<file path="src/rtl/flit_sender.sv">
// Output stage of the mesh switch: pops flits from the input FIFO, XY-routes each
// packet wormhole-style and offers every flit on the port chosen by its head flit.
module flit_sender #(
  parameter int unsigned DATA_SIZE = 32,
  parameter int unsigned ADDR_SIZE = 4,
  parameter int unsigned X_SIZE    = 4,
  parameter int unsigned Y_SIZE    = 4,
  parameter int unsigned NODE_ADDR = 0,
  localparam int unsigned PORTS_NUM = 4,
  localparam int unsigned BUS_SIZE  = DATA_SIZE + ADDR_SIZE + 1
) (
  input  logic                              clk,
  input  logic                              a_rst,
  input  logic                              is_empty,
  input  logic [BUS_SIZE-1:0]               data_i,
  output logic                              rd_req,
  input  logic [PORTS_NUM:0]                r_ready_in,
  output logic [PORTS_NUM:0]                wr_ready_out,
  output logic [(PORTS_NUM+1)*BUS_SIZE-1:0] data_o,
  output logic                              drop_o
);

  localparam int unsigned N_PORTS = PORTS_NUM + 1;
  localparam int unsigned PORT_W  = $clog2(N_PORTS);
  localparam int unsigned OUT_W   = N_PORTS * BUS_SIZE;
  localparam int unsigned NODES   = X_SIZE * Y_SIZE;

  localparam logic [ADDR_SIZE-1:0] XS = ADDR_SIZE'(X_SIZE);
  localparam logic [ADDR_SIZE-1:0] CX = ADDR_SIZE'(NODE_ADDR % X_SIZE);
  localparam logic [ADDR_SIZE-1:0] CY = ADDR_SIZE'(NODE_ADDR / X_SIZE);

  localparam logic [PORT_W-1:0] PORT_E = PORT_W'(0);
  localparam logic [PORT_W-1:0] PORT_W_ = PORT_W'(1);
  localparam logic [PORT_W-1:0] PORT_S = PORT_W'(2);
  localparam logic [PORT_W-1:0] PORT_N = PORT_W'(3);
  localparam logic [PORT_W-1:0] PORT_L = PORT_W'(4);

  localparam logic [1:0] IDLE    = 2'd0;
  localparam logic [1:0] FETCH   = 2'd1;
  localparam logic [1:0] CAPTURE = 2'd2;
  localparam logic [1:0] SEND    = 2'd3;

  logic [1:0]          state_q, state_nxt;
  logic                locked_q, locked_nxt;
  logic                dropping_q, dropping_nxt;
  logic [PORT_W-1:0]   port_q, port_nxt;
  logic [BUS_SIZE-1:0] flit_q, flit_nxt;
  logic                rd_req_nxt, drop_nxt;
  logic [N_PORTS-1:0]  wr_ready_nxt;
  logic [OUT_W-1:0]    data_o_nxt;

  logic [ADDR_SIZE-1:0] dest_c, dx_c, dy_c;
  logic [PORT_W-1:0]    route_c;
  logic                 unroutable_c;
  logic                 send_c, drop_now_c;
  logic [BUS_SIZE-1:0]  out_flit_c;

  // XY dimension-order route of the flit currently on data_i
  always_comb begin
    dest_c = data_i[ADDR_SIZE-1:0];
    dx_c   = dest_c % XS;
    dy_c   = dest_c / XS;
    if (dx_c > CX)      route_c = PORT_E;
    else if (dx_c < CX) route_c = PORT_W_;
    else if (dy_c > CY) route_c = PORT_S;
    else if (dy_c < CY) route_c = PORT_N;
    else                route_c = PORT_L;
    unroutable_c = 32'(dest_c) >= NODES;
  end

  // Next state and next registered outputs
  always_comb begin
    state_nxt    = state_q;
    locked_nxt   = locked_q;
    dropping_nxt = dropping_q;
    port_nxt     = port_q;
    flit_nxt     = flit_q;
    rd_req_nxt   = 1'b0;
    drop_nxt     = 1'b0;
    wr_ready_nxt = '0;
    data_o_nxt   = '0;
    send_c       = 1'b0;
    drop_now_c   = 1'b0;
    out_flit_c   = flit_q;

    case (state_q)
      IDLE: begin
        if (!is_empty) begin
          state_nxt  = FETCH;
          rd_req_nxt = 1'b1;
        end
      end
      FETCH: state_nxt = CAPTURE;
      CAPTURE: begin
        flit_nxt   = data_i;
        drop_now_c = dropping_q;
        if (!locked_q) begin
          locked_nxt = 1'b1;
          port_nxt   = route_c;
          if (unroutable_c) begin
            drop_now_c   = 1'b1;
            dropping_nxt = 1'b1;
          end
        end
        if (drop_now_c) begin
          state_nxt = IDLE;
          if (data_i[ADDR_SIZE]) begin
            drop_nxt     = 1'b1;
            dropping_nxt = 1'b0;
            locked_nxt   = 1'b0;
          end
        end else begin
          state_nxt  = SEND;
          send_c     = 1'b1;
          out_flit_c = data_i;
        end
      end
      SEND: begin
        // Only the accept of the selected port ends the offer
        if (r_ready_in[port_q]) begin
          state_nxt = IDLE;
          if (flit_q[ADDR_SIZE]) locked_nxt = 1'b0;
        end else begin
          send_c = 1'b1;
        end
      end
      default: state_nxt = IDLE;
    endcase

    if (send_c) begin
      wr_ready_nxt = N_PORTS'(1) << port_nxt;
      for (int p = 0; p < int'(N_PORTS); p++) begin
        if (port_nxt == PORT_W'(p)) data_o_nxt[p*BUS_SIZE +: BUS_SIZE] = out_flit_c;
      end
    end
  end

  always_ff @(posedge clk or negedge a_rst) begin
    if (!a_rst) begin
      state_q      <= IDLE;
      locked_q     <= 1'b0;
      dropping_q   <= 1'b0;
      port_q       <= PORT_L;
      flit_q       <= '0;
      rd_req       <= 1'b0;
      drop_o       <= 1'b0;
      wr_ready_out <= '0;
      data_o       <= '0;
    end else begin
      state_q      <= state_nxt;
      locked_q     <= locked_nxt;
      dropping_q   <= dropping_nxt;
      port_q       <= port_nxt;
      flit_q       <= flit_nxt;
      rd_req       <= rd_req_nxt;
      drop_o       <= drop_nxt;
      wr_ready_out <= wr_ready_nxt;
      data_o       <= data_o_nxt;
    end
  end

endmodule

</file>
<file path="config.mk">
export PLATFORM = sky130hd
export DESIGN_NAME = flit_sender
export DESIGN_NICKNAME = d
export VERILOG_FILES = /design/src/rtl/flit_sender.sv
export SDC_FILE = /design/constraint.sdc
export NUM_CORES = 1
export LEC_CHECK = 0
export ABC_AREA = 1
export CAP_MARGIN = 15
export CORE_UTILIZATION = 25
export CTS_BUF_LIST = sky130_fd_sc_hd__clkbuf_8
export DETAILED_ROUTE_END_ITERATION = 8
export SYNTH_ARGS = -nofsm -noshare
export SYNTH_HDL_FRONTEND = slang
export SYNTH_SLANG_ARGS = --single-unit
</file>
<file path="constraint.sdc">
create_clock -name clk -period 2.8 [get_ports clk]
set_clock_uncertainty 0.1 [all_clocks]
set_input_delay 0.7 -clock clk [delete_from_list [all_inputs] [get_ports clk]]
set_output_delay 0.7 -clock clk [all_outputs]
set_load 0.005 [all_outputs]
</file>
==> metrics.sh, run 1 <==
STATUS='finished, final reports clean'
SETUP_VIOL_COUNT_FINAL=0
WORST-PATH-MAX-FANOUT=1
CTS.HOLD.BUFFERS_ADDED=0
CTS.REPAIR.RESIZED=0
DRC=0
NUM-NETS-FINAL=1141
R2R-START='state_q[0]$_DFFE_PN0P_'
SYNTH_TOP_CELL_BY_AREA='sky130_fd_sc_hd__dfrtp_1'
TOTAL_NEGATIVE_SLACK_FOR_SETUP_CHECKS_NS=0
RRSETUPSLACK_NS=0.68
POWER.IR.VDD_WORST_mV=0.3633
FILL_CELLS=3302
SYNTH_CELL_TYPE_COUNT=20
FIRST_PASS_ITERS=4
COMMONEST_CELLS_AFTER_ROUTING_FILL_AND_TAPS_ASIDE='sky130_fd_sc_hd__nand2_1, sky130_fd_sc_hd__clkdlybuf4s50_1, sky130_fd_sc_hd__dfrtp_1'
FINAL-INSTANCE-COUNT-EXCL-FILL=1566
PLACE.GP.CONGESTION=0.7915
TRITONCTS.NUM_BUFFERS=41
CELL_INTERNAL_PWR_uW=7272
TRITONCTS='done'
TOTAL_LEAKAGE_POWER_uW=0.005600
END_KIND='primary output'
GRT_PASS1_WL_MM=39.68
POST_CTS.REPAIR.SETUP_BUFFERS=0
DATA_REQUIRED_TIME_OF_THE_WORST_PATH_NS=2.00
MET1_USAGE_PCT=18.61
POWER.SHARE.SWITCHING_PCT=38.84
N_ANTENNA_CELL=0
MAX_SLEW.WORST_PIN.SLEW_NS=0.8248
ANTENNA_VIOLATIONS_BEFORE_REPAIR=0
CRITICAL-PATH-MAX-STAGE-DELAY_NS=0.55
MULTI_INPUT_AREA_SQ_UM=2202
POSTROUTEWIRELENGTH_MM=25.74
DRTANTENNAVIOLNETS=0
CLOCK_TREE.BUFFER_DEPTH=3
CTS_ROOT_BUF='sky130_fd_sc_hd__clkbuf_8'
CRITPATHLAUNCHTYPE='flop'
WORSTREGTOREGCELLS=11
CLK_TRANSITION_REPORTED_PATHS_NS=0.06
CRITICAL-PATH-SLOWEST-CELL='sky130_fd_sc_hd__clkdlybuf4s50_1'
FINAL.MIN_CLOCK_PERIOD_NS=2.221
FLOORPLAN.DIE_AREA_SQ_UM=34310
HP-CLASS='in -> async'
GRT_MAX_DEGREE=87
WORSTPATHARRIVAL_NS=1.42
WL_CELL_UM=16.44
ROUTED_VIA_DENSITY=4.234
LAYOUT_COMMONEST_CELL='sky130_fd_sc_hd__nand2_1'
SEQUENTIAL_CELL_AREA_SQ_UM=5857
TIMING.CRITICAL_PATH.CELLS='clkdlybuf4s50_1'
SHARE_SEQ_OF_TOTAL_POWER_PCT=36.0
CLOCK_LATENCY_NS=0.53
MAXCAPVIOLCOUNT=0
SYNTHESIS.AREA_SQ_UM=8394
REPORT.FINAL.HOLD_VIOL_COUNT=0
ACHIEVABLE-FREQUENCY_GHz=0.4503
GROUTE.LAYER.MET3.USAGE_PCT=5.486
CP-STARTPOINT='data_o[77]$_DFF_PN0_'
NET-SWITCHING-POWER_uW=4618
POST-ROUTE-WORST-SETUP-SLACK_NS=0.5794
CRITICAL_PATH.N_BUFFERS_INVERTERS=1
SYN2LAYOUT_AREA_GROWTH_PCT=45.34
CTS.HTREE.LEVELS=2
SLEW_VIOLATIONS=0
DPL_WORST_SLACK_NS=0.3371
FIN_CRIT_SH_PCT=79.31
LAYOUT-DRIVE-GT1-SHARE_PCT=9.253
DP_HPWL_MM=16.53
RSZ0062_AT_GRT='no'
DIE_HEIGHT_UM=185.2
POWER.CLOCK.FRACTION_PCT=26.0
POSTSYNTHREGISTERBITS=234
AVGSYNTHCELLAREA_SQ_UM=9.969
START_UTIL_PCT=25.60
GRT-OVFL-TOTAL=0
NETLIST_INSTANCES=842
NET_COUNT_SYNTH=891
YS_SEQ_AREA_SHARE_PCT=69.77
DOMINANT_DELAY_CONTRIBUTOR_BY_CELL_FAMILY_ON_THE_CRITICAL_PATH='buffers and inverters'
VIA_COUNT=6630
FIRST_GLOBAL_VIAS=6942
SYNTH.YOSYS.WARNINGS=0
IO_BUFFERS=235
PWR_DENSITY_CELL_nW_PER_UM2=974.6
WORSTREG2REGEND='data_o[18]$_DFF_PN0_'
NUM_ROWS=66
TOP_USAGE_LAYER='met2'
DP_CELLS=1491
MAX-SLEW-MARGIN-REL_PCT=44.93
TOTAL_POWER_uW=11890
POWER.SHARE.COMBINATIONAL_PCT=38.0
PIN_COUNT=237
DETAIL_ROUTE.ITER0.VIOLATIONS=478
GLOBAL_ROUTE.USAGE.TOTAL_PCT=15.16
YOSYS-TOP-CELLS-AREA='sky130_fd_sc_hd__dfrtp_1, sky130_fd_sc_hd__nand2_1, sky130_fd_sc_hd__nor2_1, sky130_fd_sc_hd__nand3_1, sky130_fd_sc_hd__buf_4'
MET2_TRACK_USAGE_GR_PCT=24.46
CORE_SQ_UM=32780
CLOCK_SINKS=234
SETUP.WORST_PATH.CLASS='reg -> out'
DIE_W_UM=185.2
SYNTH_TOP_AREA_SHARE_PCT=69.46
-- area by class of cell --
cell class | count | area share [%]
clock buffer | 52 | 5.866
clock inverter | 23 | 0.8922
inverter | 19 | 0.5846
multi-input combinational | 533 | 18.05
sequential | 234 | 48.01
tap | 442 | 4.533
timing repair buffer | 263 | 22.07
-- synthesized netlist by cell type --
cell	instances
sky130_fd_sc_hd__or2_2	1
sky130_fd_sc_hd__a31oi_1	1
sky130_fd_sc_hd__nand3b_1	1
sky130_fd_sc_hd__ha_1	4
sky130_fd_sc_hd__buf_4	17
sky130_fd_sc_hd__nor2_4	1
sky130_fd_sc_hd__a21oi_1	3
sky130_fd_sc_hd__nor2_1	198
sky130_fd_sc_hd__o21ai_2	1
sky130_fd_sc_hd__nand3_1	80
sky130_fd_sc_hd__nand4_1	1
sky130_fd_sc_hd__nand2_1	241
sky130_fd_sc_hd__inv_1	14
sky130_fd_sc_hd__clkbuf_1	13
sky130_fd_sc_hd__dfstp_2	1
sky130_fd_sc_hd__buf_1	3
sky130_fd_sc_hd__inv_2	5
sky130_fd_sc_hd__conb_1	1
sky130_fd_sc_hd__buf_2	23
sky130_fd_sc_hd__dfrtp_1	233
-- sequential cells by signal (all words and copies together) (netlist names) --
signal        cells
flit_q           37
rd_req            1
data_o          185
wr_ready_out      5
port_q            3
state_q           2
locked_q          1
-- through the flow --
stage	hold slack [ns]	utilization (%)	instance area (sq um)
final	0.07766	37.21	12200
after global routing	0.07967	37.21	12200
after CTS	0.08890	37.21	12200
after detailed placement	0.3918	34.70	11380
after global placement	0.3926	34.70	11380
after floorplan	0.3044	-	8394
-- power by group through the flow --
stage	sequential [uW]	combinational (uW)	clock (uW)
2_1_floorplan	4340	2430	0
3_3_place_gp	4330	4520	0
3_5_place_dp	4340	4550	0
4_1_cts	4290	4570	3190
5_1_grt	4350	4980	3360
6_report	4280	4520	3090
-- per-layer routing --
metal,routed length (um),up-vias
li1,-,3091
met1,10770,3234
met2,11950,248
met3,2433,57
met4,584,0
met5,0,-
-- worst max path at each step --
stage	end	slack (ns)	cells past startpoint
6_report	data_o[77]	0.58	1
5_1_grt	data_o[152]	0.50	1
4_1_cts	data_o[152]	0.53	1
3_5_place_dp	data_o[161]$_DFF_PN0_	0.34	7
3_3_place_gp	data_o[162]$_DFF_PN0_	0.35	7
2_1_floorplan	data_o[183]$_DFF_PN0_	0.98	10
-- kinds of logic after synthesis --
kind of cell | after synthesis | synth area share (%)
DFF | 234 | 69.77
and+or+nand+nor | 523 | 24.77
AOI/OAI and AO/OA | 5 | 0.3577
other | 1 | 0.04467
adders and majority gates | 4 | 0.5962
buffers and inverters | 75 | 4.457
No activity file was read; power rests on OpenSTA's default activity.
==> run 2: changes to the inputs <==
==> constraint.sdc (replaced) <==
create_clock -name clk -period 1.92 [get_ports clk]
set_clock_uncertainty 0.1 [all_clocks]
set_input_delay 0.48 -clock clk [delete_from_list [all_inputs] [get_ports clk]]
set_output_delay 0.48 -clock clk [all_outputs]
set_load 0.005 [all_outputs]
==> run 2 against run 1 <==
  * The run now ends with setup timing left
  * Critical endpoint is now data_o[123]$_DFF_PN0_
  * Register-to-register slack got worse by 0.74 ns
  * Critical path depth increased by 11
  * Setup slack got worse by 0.64 ns
  * Largest cell class unchanged
  * First-iteration DRC count decreased by 32%
  * Routed wire length increased by 4.4%
  * Sequential power increased by 45%
==> metrics.sh, run 2 (synthesis results as in run 1) <==
STATUS='complete, but fails checks'
FAILED_CHECKS='setup timing'
DP_HPWL_MM=17.17  # +3.9%
TRITONCTS='done'
WORSTPATHARRIVAL_NS=2.32  # +0.90 ns
R2R-START='state_q[0]$_DFFE_PN0P_'
HP-CLASS='in -> async'
PWR_DENSITY_CELL_nW_PER_UM2=1447  # +48%
TOTAL_POWER_uW=18120  # +52%
CRITICAL_PATH.N_BUFFERS_INVERTERS=5  # +4
GLOBAL_ROUTE.USAGE.TOTAL_PCT=15.47  # +0.31 points
FIN_HOLD_WS_NS=0.3892  # +0.3116 ns
WORSTREGTOREGCELLS=12  # +1
CRITICAL-PATH-SLOWEST-CELL='sky130_fd_sc_hd__dfrtp_1'
GRT-OVFL-TOTAL=0  # unchanged
N_ANTENNA_CELL=0  # unchanged
DP_CELLS=1513  # +1.5%
SLEW_VIOLATIONS=0  # unchanged
CLOCK_TREE.BUFFER_DEPTH=3  # unchanged
MAX-SLEW-MARGIN-REL_PCT=65.19  # +20 points
IO_BUFFERS=235  # unchanged
SETUP.WORST_PATH.CLASS='reg -> reg'
NUM_ROWS=66  # unchanged
LARGESTREGISTERS='data_o (185), flit_q (37), wr_ready_out (5)'
LAYOUT_COMMONEST_CELL='sky130_fd_sc_hd__nand2_1'
PLACE.GP.CONGESTION=0.8013  # +1.2%
CRITICAL_PATH_DEPTH=12  # +11
FIN_CRIT_SH_PCT=102.9
PIN_COUNT=237  # unchanged
CTS.HTREE.LEVELS=2  # unchanged
LARGEST_REGISTER_FF_COUNT=185  # unchanged
ROUTED_VIA_DENSITY=4.261  # +0.64%
TRITONCTS.NUM_BUFFERS=40  # -2.4%
DIE_W_UM=185.2  # unchanged
END_KIND='flop'
MAXCAPVIOLCOUNT=0  # unchanged
CRITPATHLAUNCHTYPE='flop'
WORST-PATH-MAX-FANOUT=17  # +16
FIRST_GLOBAL_VIAS=6963  # +0.30%
DIE_HEIGHT_UM=185.2  # unchanged
FINAL.MIN_CLOCK_PERIOD_NS=1.977
ANTENNA_VIOLATIONS_BEFORE_REPAIR=0  # unchanged
RSZ0062_AT_GRT='yes'
CTS_ROOT_BUF='sky130_fd_sc_hd__clkbuf_8'
LAYOUT-DRIVE-GT1-SHARE_PCT=13.11  # +3.9 points
SYN2LAYOUT_AREA_GROWTH_PCT=49.16
CRITICAL-PATH-MAX-STAGE-DELAY_NS=0.39  # -0.16 ns
FIRST_PASS_ITERS=4  # unchanged
CP-STARTPOINT='state_q[0]$_DFFE_PN0P_'
TOTAL_LEAKAGE_POWER_uW=0.006742  # +20%
MAX_SLEW.WORST_PIN.SLEW_NS=0.5222  # -0.3026 ns
LARGEST_REGISTER='data_o'
NUM-NETS-FINAL=1178  # +3.2%
FILL_CELLS=3301  # -0.030%
GRT_PASS1_WL_MM=40.12  # +1.1%
DRC=0  # unchanged
FINAL-INSTANCE-COUNT-EXCL-FILL=1594  # +1.8%
SETUP_VIOL_COUNT_FINAL=100  # +100
CLK_TRANSITION_REPORTED_PATHS_NS=0.07  # about the same
CORE_SQ_UM=32780  # unchanged
REPORT.FINAL.HOLD_VIOL_COUNT=0  # unchanged
DOMINANT_DELAY_CONTRIBUTOR_BY_CELL_FAMILY_ON_THE_CRITICAL_PATH='simple AND/OR/NAND/NOR gates'
VIA_COUNT=6792  # +2.4%
DETAIL_ROUTE.ITER0.VIOLATIONS=326  # -32%
CLOCK_LATENCY_NS=0.53  # about the same
DATA_REQUIRED_TIME_OF_THE_WORST_PATH_NS=2.27  # +0.27 ns
START_UTIL_PCT=25.60  # unchanged
WL_CELL_UM=16.85  # +2.5%
ACHIEVABLE-FREQUENCY_GHz=0.5059
COMMONEST_CELLS_AFTER_ROUTING_FILL_AND_TAPS_ASIDE='sky130_fd_sc_hd__nand2_1, sky130_fd_sc_hd__dfrtp_1, sky130_fd_sc_hd__nor2_1'
CLOCK_SINKS=234  # unchanged
POSTROUTEWIRELENGTH_MM=26.86  # +4.4%
FLOORPLAN.DIE_AREA_SQ_UM=34310  # unchanged
TIMING.CRITICAL_PATH.CELLS='inv_2, ha_4, inv_4, nor2_4, buf_4, nand3b_1, nand2_2, nand2_4, clkinv_8, buf_12, nand2_1, nor2_1'
GRT_MAX_DEGREE=53  # -39%
POST-ROUTE-WORST-SETUP-SLACK_NS=-0.05662  # -0.6360 ns
POWER.IR.VDD_WORST_mV=0.6806  # +87%
DRTANTENNAVIOLNETS=0  # unchanged
-- run 2: cell count changes in the layout (fill, tap and decap cells not counted), moves of 5 or more --
cell | before | now
sky130_fd_sc_hd__buf_6 | 0 | 5
sky130_fd_sc_hd__dlygate4sd2_1 | 0 | 191
sky130_fd_sc_hd__buf_12 | 10 | 22
sky130_fd_sc_hd__clkdlybuf4s50_1 | 234 | 43
sky130_fd_sc_hd__buf_4 | 18 | 34
sky130_fd_sc_hd__inv_1 | 27 | 17
sky130_fd_sc_hd__nand2_1 | 240 | 235
-- run 2: final cells by class --
cell class | instances | area [sq um] | share of cell area (%)
inverters | 19 | 86.33 | 0.6895
clock buffers | 51 | 701.9 | 5.606
clock inverters | 14 | 92.59 | 0.7395
flip-flops and latches | 234 | 5857 | 46.78
repair buffers | 301 | 2985 | 23.84
well taps | 442 | 553.0 | 4.417
multi-input cells | 533 | 2245 | 17.93
-- run 2: worst paths after layout --
check                                   endpoint  slack, ns
setup / recovery           data_o[123]$_DFF_PN0_      -0.06
hold / removal              data_o[81]$_DFF_PN0_       0.39
setup reg to reg           data_o[123]$_DFF_PN0_      -0.06
hold reg to reg             locked_q$_DFFE_PN0P_       0.45
max in group asynchronous   data_o[64]$_DFF_PN0_       0.64
min in group clk                rd_req$_DFF_PN0_       0.42
-- run 2: repair_timing --
action / in CTS / in global routing
endpoints found under the setup margin: 293 / 183
endpoints found under the hold margin: 45 / 0
gates resized for setup: 205 / 14
buffers inserted: 6 / 4
gates cloned: 2 / 3
pin swaps: 4 / 4
hold buffers: 1 / 0
-- run 2: stage by stage --
step / area [sq um] / utilization (%) / TNS (ns) / setup WS (ns)
after CTS: 12400 / 37.83 / -0.9451 / -0.06306
after global placement: 11670 / 35.59 / -38.97 / -0.2651
final: 12520 / 38.19 / -1.868 / -0.05662
after floorplan: 8394 / - / 0 / 0.1230
after global routing: 12520 / 38.19 / -15.99 / -0.1490
after detailed placement: 11670 / 35.59 / -42.37 / -0.2871
-- run 2: power by group --
| part | internal, uW | total [uW] | switching, uW |
|---|---|---|---|
| Clock | 2500 | 4490 | 1990 |
| Sequential | 5910 | 6220 | 305 |
| Combinational | 2790 | 7410 | 4620 |
| Total | 11200 | 18100 | 6910 |
-- run 2: layer usage --
metal  global-route usage (%)  vias up  wire [um]
met1                    18.82     3307      10890
met5                        0        -          0
met3                    5.820       55       2494
li1                         -     3157          -
met2                    25.03      273      12930
met4                    5.256        0        555
